<file path="config.mk">
export PLATFORM = sky130hd
export DESIGN_NAME = apb_manager_n
export DESIGN_NICKNAME = d
export VERILOG_FILES = /design/src/rtl/apb_manager_n.sv
export SDC_FILE = /design/constraint.sdc
export NUM_CORES = 1
export LEC_CHECK = 0
export ABC_AREA = 1
export BUFFER_PORTS_ARGS = -buffer_cell sky130_fd_sc_hd__buf_2
export CAP_MARGIN = 20
export CORE_AREA = 4 4 121 123
export DETAILED_ROUTE_END_ITERATION = 8
export DIE_AREA = 0 0 125 127
export PLACE_DENSITY = 0.77
export SETUP_SLACK_MARGIN = 0.3
export SLEW_MARGIN = 20
export SYNTH_ARGS = -nofsm -noshare
export SYNTH_HDL_FRONTEND = slang
export SYNTH_SLANG_ARGS = --single-unit
</file>
<file path="constraint.sdc">
create_clock -name PCLK -period 3.7 [get_ports PCLK]
set_input_delay 0.74 -clock PCLK [delete_from_list [all_inputs] [get_ports PCLK]]
set_output_delay 0.74 -clock PCLK [all_outputs]
set_load 0.01 [all_outputs]
</file>
<file path="src/rtl/apb_manager_n.sv">
// APB4 manager: bridges a single CPU-side request port onto NUM_SUB subordinates
// decoded from 4 KiB-aligned regions, with unmapped-address errors and a PREADY timeout.

module apb_manager_n_slice #(
    parameter int DATA_W = 32,
    parameter int IDX_W  = 2,
    parameter int K      = 0
) (
    input  logic [IDX_W-1:0]  idx,
    input  logic              active,
    input  logic [DATA_W-1:0] prdata,
    input  logic              pready,
    input  logic              pslverr,
    output logic              sel,
    output logic [DATA_W-1:0] rdata,
    output logic              rdy,
    output logic              err
);
    logic hit;

    assign hit   = (idx == IDX_W'(K));
    assign sel   = hit && active;
    assign rdy   = hit && pready;
    assign err   = hit && pslverr;
    assign rdata = hit ? prdata : '0;
endmodule

module apb_manager_n #(
    parameter int          NUM_SUB     = 4,
    parameter int          DATA_W      = 32,
    parameter logic [31:0] BASE_ADDR   = 32'h1000_0000,
    parameter int          REGION_BITS = 12,
    parameter int          TIMEOUT_CYC = 255
) (
    input  logic                      PCLK,
    input  logic                      PRESETn,
    output logic [31:0]               PADDR,
    output logic                      PWRITE,
    output logic                      PENABLE,
    output logic [DATA_W-1:0]         PWDATA,
    output logic [DATA_W/8-1:0]       PSTRB,
    output logic [NUM_SUB-1:0]        PSEL,
    input  logic [NUM_SUB*DATA_W-1:0] PRDATA,
    input  logic [NUM_SUB-1:0]        PREADY,
    input  logic [NUM_SUB-1:0]        PSLVERR,
    input  logic                      transfer,
    input  logic                      write,
    input  logic [31:0]               addr,
    input  logic [DATA_W-1:0]         wdata,
    input  logic [DATA_W/8-1:0]       strb,
    output logic [DATA_W-1:0]         rdata,
    output logic                      ready,
    output logic                      error
);
    localparam int STRB_W = DATA_W / 8;
    localparam int IDX_W  = (NUM_SUB > 1) ? $clog2(NUM_SUB) : 1;
    localparam int CNT_W  = (TIMEOUT_CYC > 0) ? $clog2(TIMEOUT_CYC + 1) : 1;

    typedef enum logic [1:0] {IDLE, SETUP, ACCESS, ERR} state_t;

    typedef struct packed {
        logic              write;
        logic [31:0]       addr;
        logic [DATA_W-1:0] wdata;
        logic [STRB_W-1:0] strb;
        logic [IDX_W-1:0]  idx;
    } req_t;

    state_t            state;
    req_t              hold;
    logic [CNT_W-1:0]  wait_cnt;

    logic [31:0]       offset;
    logic              in_mapped;
    logic [IDX_W-1:0]  in_idx;
    logic              active;

    logic [NUM_SUB-1:0]             sub_sel, sub_rdy, sub_err;
    logic [NUM_SUB-1:0][DATA_W-1:0] sub_rdata;
    logic [DATA_W-1:0]              sel_rdata;
    logic                           sel_ready, sel_err;

    logic timeout_hit, access_done, accept;

    // Decode the incoming address; the result is latched with the request.
    assign offset    = addr - BASE_ADDR;
    assign in_mapped = (addr >= BASE_ADDR) && ((offset >> REGION_BITS) < 32'(NUM_SUB));
    assign in_idx    = offset[REGION_BITS +: IDX_W];

    assign active = (state == SETUP) || (state == ACCESS);

    genvar k;
    generate
        for (k = 0; k < NUM_SUB; k++) begin : g_sub
            apb_manager_n_slice #(
                .DATA_W (DATA_W),
                .IDX_W  (IDX_W),
                .K      (k)
            ) u_slice (
                .idx     (hold.idx),
                .active  (active),
                .prdata  (PRDATA[k*DATA_W +: DATA_W]),
                .pready  (PREADY[k]),
                .pslverr (PSLVERR[k]),
                .sel     (sub_sel[k]),
                .rdata   (sub_rdata[k]),
                .rdy     (sub_rdy[k]),
                .err     (sub_err[k])
            );
        end
    endgenerate

    always_comb begin
        sel_rdata = '0;
        for (int i = 0; i < NUM_SUB; i++) sel_rdata = sel_rdata | sub_rdata[i];
    end

    assign sel_ready = |sub_rdy;
    assign sel_err   = |sub_err;

    // PREADY wins over the timeout when both land in the same cycle.
    assign timeout_hit = (TIMEOUT_CYC != 0) && (state == ACCESS) && !sel_ready
                         && (wait_cnt == CNT_W'(TIMEOUT_CYC));
    assign access_done = (state == ACCESS) && (sel_ready || timeout_hit);

    assign ready  = access_done || (state == ERR);
    assign error  = (state == ERR) || timeout_hit || ((state == ACCESS) && sel_ready && sel_err);
    assign rdata  = ((state == ACCESS) && sel_ready && !hold.write) ? sel_rdata : '0;
    assign accept = transfer && ((state == IDLE) || ready);

    assign PADDR   = hold.addr;
    assign PWRITE  = hold.write;
    assign PWDATA  = hold.wdata;
    assign PSTRB   = hold.strb;
    assign PSEL    = sub_sel;
    assign PENABLE = (state == ACCESS);

    always_ff @(posedge PCLK or negedge PRESETn) begin
        if (!PRESETn) begin
            state    <= IDLE;
            hold     <= '0;
            wait_cnt <= '0;
        end else begin
            if (accept) begin
                hold.write <= write;
                hold.addr  <= addr;
                hold.wdata <= wdata;
                hold.strb  <= write ? strb : '0;
                hold.idx   <= in_idx;
                state      <= in_mapped ? SETUP : ERR;
            end else begin
                case (state)
                    SETUP:   state <= ACCESS;
                    ACCESS:  if (access_done) state <= IDLE;
                    ERR:     state <= IDLE;
                    default: state <= IDLE;
                endcase
            end

            if (state == SETUP)
                wait_cnt <= '0;
            else if ((state == ACCESS) && !sel_ready)
                wait_cnt <= wait_cnt + 1'b1;
        end
    end
endmodule

</file>
# After elaboration in Yosys (flattened, before gate mapping)
# Index checks and enable logic that the tools add are counted.
# Widths: inputs -> output; s select.
[word_totals]
regBits = 81
inputBits = 208
out_inout_bits = 108
word_cells = 67
[classes]
n_addsub = 2
n_lt_le_gt_ge = 2
n_eq_ne = 8
n_mux = 12
bitwise_logic = 3
n_reduce_logical = 33
[ops]
columns = ["op", "count"]
rows = [
  ["$mux 32", 5],
  ["$or 32x32->32", 3],
  ["$ge 32x29->1 const B", 1],
  ["$sub 32x29->32 const B", 1],
  ["$logic_and 1x1->1", 20],
  ["$lt 20x3->1 const B", 1],
  ["$mux 8", 2],
  ["$add 8x1->8 const B", 1],
  ["$eq 2x2->1 const B", 4],
  ["$eq 8x8->1 const B", 1],
  ["$reduce_or 4->1", 2],
  ["$logic_or 1x1->1", 6],
  ["$mux 2", 3],
  ["$eq 2x1->1 const B", 2],
  ["$logic_not 2->1", 2],
  ["$mux 4", 1],
  ["$pmux 2 s2", 1],
  ["$ne 3x1->1 const B", 1],
  ["$logic_not 1->1", 2],
  ["$reduce_bool 2->1", 1],
]

# Longest topological paths before layout
[depth]
depth_word = 12
depth_mapped = 12
ltp_nobuf = 10

# Modules after synthesis
# A second synthesis with hierarchy kept.
[hier_totals]
hier_cells = 772
area_unflattened_um2 = 5391.4
[modules_own_cells]
columns = ["module", "n_inst", "cells_each", "area_per_inst_um2"]
rows = [
  ["apb_manager_n", 1, 472, 3872.5],
  ["apb_manager_n_slice at g_sub[1].u_slice ...", 2, 75, 412.9],
  ["apb_manager_n_slice at g_sub[0].u_slice", 1, 76, 390.4],
  ["apb_manager_n_slice at g_sub[3].u_slice", 1, 74, 302.8],
]

# Worst setup path after synthesis
# OpenSTA, ideal clock, no wires.
[synth_path]
path_kind = "input to output"
from = "input port PREADY[3]"
to = "output port rdata[10]"
arrival_time_ps = 1593
path_slack_ps = 1367
stages = 7
cell_sequence = "nand3_1 nand2_1 nor2_2 nor2_2 nand2_1 buf_2 a41oi_1"
[synth_via]
elab_chain_cells = 5
[synth_rtl]
columns = ["item", "line_no", "text"]
rows = [
  ["start: declaration", "44", "input logic [NUM_SUB-1:0] PREADY,"],
  ["$logic_and 1x1->1", "23", "assign rdy = hit && pready;"],
  ["$reduce_or 4->1", "118", "assign sel_ready = |sub_rdy;"],
  ["$logic_and 1x1->1 (2 in a row)", "128", "assign rdata = ((state == ACCESS) && sel_ready && !hold.write) ? sel_rdata : '0;"],
  ["$mux 32", "128", ""],
  ["end: declaration", "51", "output logic [DATA_W-1:0] rdata,"],
]
# Every way passes these cells.

==> results summary <==
The y dimension of the die is 127 um. The share of total power dissipated in the clock network is 0.192. The die is between 100 and 150 um wide.

Clock tree synthesis found a total of 79 sinks. The cell at the root of the clock tree is clkbuf_16. The wire length of the first global-routing pass is 27,800 um.

between 300 and 400 I/O pins were placed. The biggest area contributor in the post-synthesis netlist is dfrtp_1. STA classifies the critical path startpoint as a flop. The number of CTS-inserted buffers is 9.

The proportion of power drawn by combinational gates came out at 0.509. The number of unique standard cell types used by synthesis is 26. The portion of total power attributed to sequential cells is 0.299.

The total die area is ~16,000 um^2. The maximum count of clock buffers along a single path is 2. The sequential cell area is 1980 um^2. The count of final hold-check violations is 0. The period utilization is 0.806. Clock latency on the worst-skew pair, taken at its later pin, is between 0.3 and 0.4 ns. The transition time at the pin with the least slew margin is 0.979 ns.

The initial utilization of the core area, before any placement, comes to 0.326. The initial antenna violation count is 0. The total of flip-flops plus latches after synthesis is between 70 and 80. Of the synthesized area, sequential elements account for 0.443.

The maximum number of pins on one net before global-route repair came out at 80. Derived from the worst setup path, the maximum achievable clock frequency is about 340 MHz. The per-instance average area after synthesis is roughly 7.4 um^2.

The tool flagged a number of max-cap violations equal to 0. Dividing the detail-routed via count by the number of cells gives roughly 5.0. Of the total power, the share spent switching nets is 0.453. The count of yosys warnings during synthesis is 0. The peak fanout along the critical path is 32. The arrival time of the worst setup path came out at between 2 and 2.5 ns. The min-delay analysis places its worst path in the category reg -> reg. The overall routed net length came out at around 18,000 um. In this run the power spent charging and discharging nets is around 2200 uW.

The total area inside the core boundary comes to ~14,000 um^2. The total standard cell area after synthesis is roughly 4500 um^2. The final total negative setup slack is 0 ns. The flop-to-flop setup slack came out at ~1.6 ns. After synthesis, the cell types taking the most area are dfrtp_1, nand2_1, nand3_1. The buffer count from post-CTS setup fixing came out at 0. Setup repair after global routing left no endpoint under its margin.

The number of H-tree levels is 3. At the end of the flow, the number of nets in the layout was ~1,100. TritonCTS built the clock tree.

The setup-violating endpoint count in the final report is 0. In the routed design, unresolved DRC markers number 0. The cell-internal power came out at 2720 uW. The total nets after synthesis came out at 819.

The number of nets with antenna violations after routing is 0. The number of input and output port buffers inserted came out at around 320. The least setup slack across all paths after layout is 0.716 ns. In this run, post-CTS hold repair placed 0 buffers. The clock tree skew after final layout is 0.00660 ns. The layout-stage area growth over the synthesis result came out at 44.4%. The antenna diode instance count came out at 0. The overall via count from detail_route came out at 5,362.

The reported leakage power came out at approximately 0.0036 uW. The endpoint type of the worst setup path is a primary output. The placer's final routability congestion estimate is roughly 1.0. The required time at the worst-slack endpoint is 2.96 ns. The number of placement rows is 43. The headroom to the max-slew limit came out at 0.348.

The max-slew violation count came out at 0. The run finished with clean final reports. The detailed router finished its first iteration with between 400 and 500 violations. The number of global-route vias before repair is about 5,200. The aggregate global routing overflow came out at 0.

The total power per unit cell area came out at between 700 and 800 nW/um^2. By startpoint and endpoint, the worst setup path is classified as reg -> out. The detail-routed net length per standard cell came out at roughly 17 um.

The share of layout cells above drive strength 1 is 0.390. The maximum vdd ir drop came out at around 0.37 mV. The total of cells resized after clock tree synthesis came out at 0.

The global-route total usage across every layer is 0.217. The clock slew at the register clock pins of the worst setup and hold paths is approximately 0.06 ns. After legalization and detailed placement, the total HPWL measured 14,000 um.

Of the post-synthesis cell area, the dominant cell type holds 0.443. The post-layout minimum cycle time came out at ~3.0 ns. The pre-CTS setup slack is ~0.97 ns.

The number of instances in the synthesized netlist is 606. The count of filler cells inserted in the layout came out at 1,410. The pre-antenna-repair detailed-routing pass consisted of 5 iterations. The total area of multi-input combinational cells came out at 2140 um^2.
## cells in the mapped netlist
cell,number
nand2_1,259
inv_1,22
nor2_4,1
nand2_2,2
o21ai_2,1
a22o_1,1
nand3_2,2
o211ai_1,1
nor3_1,7
nor2_2,2
nand3_1,106
nor2_1,14
inv_2,2
xor2_1,1
a41oi_1,32
ha_1,5
buf_1,2
a21oi_1,2
buf_4,13
clkbuf_1,20
buf_6,2
nand4_1,4
nor4_1,1
buf_2,9
o21ai_0,16
dfrtp_1,79
## cell families after synthesis
| family | synth area share |
|---|---|
| compound gates | 0.0887 |
| xor+xnor | 0.00196 |
| simple gates | 0.376 |
| flops | 0.443 |
| fa+ha+maj | 0.0140 |
| buf+inv | 0.0758 |
## final timing paths
check                                           to                   from  cells after the start
setup / recovery                         rdata[28]  PADDR[13]$_DFFE_PN0P_                      9
min in group asynchronous   PWDATA[30]$_DFFE_PN0P_                PRESETn                      1
hold / removal                PADDR[1]$_DFFE_PN0P_   PADDR[1]$_DFFE_PN0P_                      2
hold reg to reg               PADDR[1]$_DFFE_PN0P_   PADDR[1]$_DFFE_PN0P_                      2
max in group asynchronous  wait_cnt[0]$_DFFE_PN0P_                PRESETn                      1
setup reg to reg            PWDATA[16]$_DFFE_PN0P_  PADDR[13]$_DFFE_PN0P_                      8
## worst max-delay path, stage by stage (launching register included)
cell	delay, ns
dfrtp_1	0.50
inv_2	0.31
nand3_2	0.11
nand2_2	0.12
nor2_2	0.07
nor2_2	0.09
nand2_1	0.05
buf_4	0.24
a41oi_1	0.23
buf_2	0.17
## cell type report
cell class / count / share of cell area
sequential: 79 / 0.307
multi-input combinational: 457 / 0.333
tap: 180 / 0.0350
timing repair buffer: 327 / 0.261
inverter: 24 / 0.0140
clock inverter: 6 / 0.0144
clock buffer: 10 / 0.0356
## layout by cell type (no fill, tap or decap)
cell type and count:
clkinvlp_4 2, nand2_1 259, o211ai_1 1, o21ai_2 1, nor4_1 1, a21oi_1 2
a22o_1 1, nand3_1 106, nor2_1 14, xor2_1 1, nand3_2 2, nor2_2 2
o21ai_0 16, buf_2 314, inv_6 2, nand2_2 2, ha_1 5, dfrtp_1 79
inv_2 2, nor2_4 1, nand4_1 4, clkbuf_16 9, bufinv_16 2, inv_1 22
clkbuf_1 1, buf_4 12, buf_12 1, nor3_1 7, a41oi_1 32
## sequential cells by signal (all words and copies together), names as in the netlist
register	cells
PADDR	32
wait_cnt	8
PSTRB	4
PWDATA	32
PWRITE	1
state	2
## through the flow
stage                util  instances  power [uW]  cell area [um^2]  hold slack (ns)
floorplan               -        606        3090              4460            0.444
global placement    0.448       1067        4040              6120            0.449
detailed placement  0.448       1067        4060              6120            0.454
CTS                 0.471       1083        5040              6440            0.469
global route        0.471       1083        5390              6440            0.480
finish              0.471       1083        4970              6440            0.464
## layer usage
layer,GRT usage,up-vias,wire (um),part of all wire
met5,0,-,0,0
met4,0.0670,0,441,0.024
met3,0.0556,31,1820,0.10
met2,0.377,298,9080,0.50
met1,0.267,2440,6720,0.37
li1,-,2593,-,-
## power by group through the flow
| stage | clock (uW) | sequential, uW | combinational [uW] |
|---|---|---|---|
| final | 954 | 1480 | 2530 |
| after global routing | 1020 | 1540 | 2830 |
| after CTS | 976 | 1490 | 2570 |
| after detailed placement | 0 | 1480 | 2580 |
| after global placement | 0 | 1480 | 2550 |
| after floorplan | 0 | 1650 | 1450 |
No activity file was read; power rests on OpenSTA's default activity.
